===== src/rtl/eab_addr_seq.sv =====
// eab_addr_seq: LC-3 effective-address and memory-access sequencer between the control FSM and datapath.
// Define MEM_TIMEOUT_EN to abort memory waits after TIMEOUT_CYCLES cycles with an err pulse.
module eab_addr_seq #(
    parameter int TIMEOUT_CYCLES = 16,
    parameter int TO_W = 5
) (
    input  logic       clock,
    input  logic       reset,
    input  logic       start,
    input  logic [3:0] opcode,
    input  logic       irBit11,
    input  logic       brTaken,
    input  logic       memRdy,
    output logic       selEAB1,
    output logic [1:0] selEAB2,
    output logic       ldMAR,
    output logic       marSrc,
    output logic       memReq,
    output logic       memWE,
    output logic       ldMDR,
    output logic       ldReg,
    output logic       ldPC,
    output logic       ldR7,
    output logic       busy,
    output logic       done,
    output logic       err
);
    typedef enum logic [2:0] {IDLE, EA, RD, IND, WB, WR, DONE} state_t;

    localparam logic [3:0] OP_BR = 4'h0, OP_LD = 4'h2, OP_ST = 4'h3, OP_JSR = 4'h4,
                           OP_LDR = 4'h6, OP_STR = 4'h7, OP_LDI = 4'hA, OP_STI = 4'hB,
                           OP_JMP = 4'hC, OP_LEA = 4'hE;

    state_t     state, nxt;
    logic [3:0] op;
    logic       ir11, ind, tmo, handled;

    if (TO_W < $clog2(TIMEOUT_CYCLES + 1)) begin : g_to_w_check
        $error("TO_W too narrow for TIMEOUT_CYCLES");
    end

    assign handled = opcode inside {OP_BR, OP_LD, OP_ST, OP_JSR, OP_LDR, OP_STR,
                                    OP_LDI, OP_STI, OP_JMP, OP_LEA};

    always_ff @(posedge clock or posedge reset) begin
        if (reset) begin
            state <= IDLE;
            op    <= 4'h0;
            ir11  <= 1'b0;
            ind   <= 1'b0;
        end else begin
            state <= nxt;
            if (state == IDLE && start) begin
                op   <= opcode;
                ir11 <= irBit11;
            end
            ind <= (state == IND) | (ind & (state != DONE));
        end
    end

    always_comb begin
        nxt     = state;
        selEAB1 = 1'b0;
        selEAB2 = 2'd0;
        ldMAR   = 1'b0;
        marSrc  = 1'b0;
        memReq  = 1'b0;
        memWE   = 1'b0;
        ldMDR   = 1'b0;
        ldReg   = 1'b0;
        ldPC    = 1'b0;
        ldR7    = 1'b0;
        done    = 1'b0;
        busy    = state != IDLE;
        if (state != IDLE) begin
            selEAB1 = (op inside {OP_LDR, OP_STR, OP_JMP}) || (op == OP_JSR && !ir11);
            selEAB2 = (op inside {OP_BR, OP_LD, OP_ST, OP_LDI, OP_STI, OP_LEA}) ? 2'd2 :
                      (op inside {OP_LDR, OP_STR})                               ? 2'd1 :
                      (op == OP_JSR && ir11)                                     ? 2'd3 : 2'd0;
        end
        case (state)
            IDLE: if (start) nxt = handled ? EA : DONE;
            EA: begin
                ldReg = op == OP_LEA;
                ldPC  = (op == OP_BR && brTaken) || (op inside {OP_JMP, OP_JSR});
                ldR7  = op == OP_JSR;
                ldMAR = op inside {OP_LD, OP_LDR, OP_LDI, OP_STI, OP_ST, OP_STR};
                nxt   = (op inside {OP_ST, OP_STR}) ? WR : ldMAR ? RD : DONE;
            end
            RD: begin
                memReq = 1'b1;
                ldMDR  = memRdy;
                // first pass of an indirect access fetches the pointer, not the data
                nxt    = memRdy ? (((op inside {OP_LDI, OP_STI}) && !ind) ? IND :
                                   (op == OP_STI) ? WR : WB) :
                         tmo ? DONE : RD;
            end
            IND: begin
                ldMAR  = 1'b1;
                marSrc = 1'b1;
                nxt    = (op == OP_STI) ? WR : RD;
            end
            WB: begin
                ldReg = 1'b1;
                nxt   = DONE;
            end
            WR: begin
                memReq = 1'b1;
                memWE  = 1'b1;
                nxt    = (memRdy || tmo) ? DONE : WR;
            end
            DONE: begin
                done = 1'b1;
                nxt  = IDLE;
            end
            default: nxt = IDLE;
        endcase
    end

`ifdef MEM_TIMEOUT_EN
    logic [TO_W-1:0] cnt;
    logic            to_hit;

    // a memRdy arriving on the last allowed cycle still completes the access
    assign tmo = (state == RD || state == WR) && !memRdy && cnt == TO_W'(TIMEOUT_CYCLES - 1);
    assign err = state == DONE && to_hit;

    always_ff @(posedge clock or posedge reset) begin
        if (reset) begin
            cnt    <= '0;
            to_hit <= 1'b0;
        end else begin
            cnt    <= (state == RD || state == WR) ? cnt + TO_W'(1) : '0;
            to_hit <= tmo | (to_hit & (state != DONE));
        end
    end
`else
    assign tmo = 1'b0;
    assign err = 1'b0;
`endif
endmodule


===== config.mk =====
export PLATFORM = sky130hd
export DESIGN_NAME = eab_addr_seq
export DESIGN_NICKNAME = d
export VERILOG_FILES = /design/src/rtl/eab_addr_seq.sv
export SDC_FILE = /design/constraint.sdc
export NUM_CORES = 1
export LEC_CHECK = 0
export BUFFER_PORTS_ARGS = -buffer_cell sky130_fd_sc_hd__buf_2
export CAP_MARGIN = 40
export CORE_MARGIN = 5
export CORE_UTILIZATION = 48
export CTS_BUF_LIST = sky130_fd_sc_hd__clkbuf_16
export DETAILED_ROUTE_END_ITERATION = 8
export PLACE_DENSITY = 0.76
export RECOVER_POWER = 25
export SKIP_LAST_GASP = 1
export SYNTH_ARGS = -nofsm -noshare
export SYNTH_HDL_FRONTEND = slang
export SYNTH_SLANG_ARGS = --single-unit

===== constraint.sdc =====
create_clock -name clock -period 1.8 [get_ports clock]
set_input_delay 0.18 -clock clock [delete_from_list [all_inputs] [get_ports clock]]
set_output_delay 0.18 -clock clock [all_outputs]
set_load 0.02 [all_outputs]

==> results.py <==
metrics = {
    "global_route": {
        "grt_usage": 0.157,
        "antenna_found_initial": 0,
        "grt_pass1_vias": 709,
        "grt-ovfl-total": 0,
        "grt_pass1_wl_microns": 3050,
        "grt_max_degree": 16,
    },
    "timing": {
        "tns_ns": 0,
        "finalClockSkew_ns": 0.00219,
        "rsz0062_at_grt": "false",
        "finalSetupViolCount": 0,
        "min_period_over_period": 0.895,
        "timing.fmax_mhz": 621,
        "fin_crit_ns": 1.61,
        "drv_slew": 0,
        "hold_viol": 0,
    },
    "job": {
        "drv_cap": 0,
    },
    "setup_path": {
        "worstPathCellList": "nand2b_4 -> nor2_1 -> nand4_1 -> a21oi_1 -> buf_2",
        "cp.arrival_ns": 1.43,
        "critPathTopFamily": "flip-flops",
        "crit_type": "reg2out",
        "crit_fanout": 10,
        "path_buf_inv": 1,
        "cp-end-kind": "primary output",
        "start_kind": "flip-flop",
        "critPathMaxStageDelay_ns": 0.47,
        "required_ns": 1.62,
        "crit_slowest_cell": "dfrtp_2",
    },
    "final_layout": {
        "seqCellArea_sq_um": 226,
        "final_cell_mix": "22 x buf_2, 11 x nand2_1, 8 x nor2_1, 8 x a21oi_1, 8 x dfrtp_1",
        "fillers": 132,
        "areaGrowthSynthToFinish_pct": 26.4,
        "num-nets-final": 127,
        "drive_above_1_share": 0.310,
        "multi_input_area_sq_um": 438,
        "n_antenna_cell": 0,
        "final_common_cell": "buf_2",
    },
    "routing": {
        "vias": 769,
        "drt_iter0_markers": 18,
        "drc_errors": 0,
        "viasPerCell": 5.83,
        "dr.pass1.iters": 4,
        "wire_per_inst_microns": 14.4,
        "wl_microns": 1900,
        "final_antenna_net_count": 0,
    },
    "synth": {
        "synthXorXnorAreaFrac": 0,
        "netlist_area_sq_um": 734,
        "syn-mean-instance-area_sq_um": 7.81,
        "synth_ff_type": "dfrtp_1",
        "syn_nets": 104,
        "ys_seq_area_frac": 0.307,
        "ys_types": 34,
        "synth_seq_cells": 9,
        "synth_edf_count": 0,
        "synth_area_leader_cell": "dfrtp_1",
        "async_flop_share": 1.00,
        "postSynthCellCount": 94,
        "yosys_warnings": 0,
        "synth_compound_area_frac": 0.235,
        "synth_area_leaders": "dfrtp_1 31%, mux2_4 6.1%, nand2_1 5.6%",
        "synth_adder_area_share": 0,
        "synthMuxAreaShare": 0.0613,
        "synth_top_family_by_area": "simple AND/OR/NAND/NOR gates",
        "synth_top_area_frac": 0.307,
        "yosys.area_share.simple": 0.284,
    },
    "placement": {
        "place_hpwl_microns": 1390,
        "gp_congestion": 0.836,
        "portBuffers": 22,
    },
    "power_and_ir_drop": {
        "peakVddDrop_mv": 1.19,
        "power_density_nw_per_um2": 2060,
        "finalPower_mw": 1.91,
        "p_leak_nw": 0.462,
    },
    "floorplan": {
        "die_x_microns": 49.1,
        "num_rows": 14,
        "die_area_sq_um": 2410,
        "die_h_microns": 49.1,
        "io_pins": 24,
        "coreArea_sq_um": 1470,
        "start_util": 0.499,
    },
    "clock_network": {
        "clock_latency_ns": 0.23,
        "clk_pin_slew_ns": 0.04,
        "clock-sinks": 9,
        "cts_buffer_depth": 2,
        "numCtsBuffers": 3,
        "tritoncts": "built",
        "h-tree-depth": 1,
        "post-cts-setup-buffers": 0,
        "root_buffer": "clkbuf_16",
    },
    "status": {
        "status": "completed",
    },
    "worst_hold_path": {
        "hold_class": "in2reg",
    },
}
worst paths after layout:
kind	start	endpoint	slack, ns	depth (start not counted)
setup / recovery	state[2]	ldReg	0.19	5
hold / removal	irBit11	ir11	0.18	2
setup reg to reg	state[2]	ir11	0.45	3
hold reg to reg	ind	state[2]	0.57	2
max in group asynchronous	reset	state[2]	1.07	3
min in group asynchronous	reset	ir11	0.46	3
kinds of logic after synthesis:
logic type      count (synthesis)
compound gates                 27
buf+inv                        15
simple gates                   39
flops                           9
mux                             3
other cells                     1
area by class of cell:
type | instances | share of cell area
flip-flops and latches | 9 | 0.244
well taps | 16 | 0.0216
inverters | 8 | 0.0323
repair buffers | 25 | 0.146
clock buffers | 3 | 0.0809
clock inverters | 1 | 0.00404
multi-input cells | 70 | 0.472
per-layer routing:
metal  share of wire  vias up  GRT usage
li1                -      374          -
met3           0.077        4     0.0367
met1            0.41      359      0.190
met4           0.012        0     0.0673
met5               0        -          0
met2            0.50       32      0.260
sequential cells by signal, indices dropped and copies added (netlist names):
register	flops
op	4
ind	1
ir11	1
state	3
cells in the mapped netlist, types with 3 or more instances:
cell	n
nand3b_1	3
buf_2	3
a31oi_1	3
mux2_4	3
dfrtp_1	9
nand4_1	3
nor2_1	8
nand2b_1	4
inv_1	6
o21ai_1	6
a21oi_1	8
nand2_1	11
metrics by stage:
stage / setup slack [ns] / utilization / hold slack [ns] / cell area (sq um) / std cells
after floorplan: 0.356 / - / 0.00792 / 734 / 94
after global placement: 0.374 / 0.565 / 0.149 / 831 / 127
after detailed placement: 0.347 / 0.565 / 0.155 / 831 / 127
after CTS: 0.0911 / 0.625 / 0.181 / 920 / 132
after global routing: 0.0590 / 0.631 / 0.194 / 928 / 132
final: 0.189 / 0.631 / 0.183 / 928 / 132
power breakdown:
| part | leakage, nW | internal, mW | total, mW | switching, mW |
|---|---|---|---|---|
| sequential | 0.110 | 0.304 | 0.475 | 0.171 |
| combinational | 0.310 | 0.440 | 1.05 | 0.610 |
| clock | 0.0423 | 0.290 | 0.383 | 0.0929 |
worst reg2reg max path, delay by kind of cell, from the launching register on:
family	cells	cell delay, ns
DFF	1	0.47
muxes	1	0.31
and+or+nand+nor	2	0.45
what timing repair did:
| item | in CTS | in global routing |
|---|---|---|
| gates resized for setup | 0 | 2 |
| hold buffers | 1 | 0 |
| endpoints found under the setup margin | 0 | 1 |
| endpoints found under the hold margin | 9 | 0 |
Power figures use the tool's default switching activity.
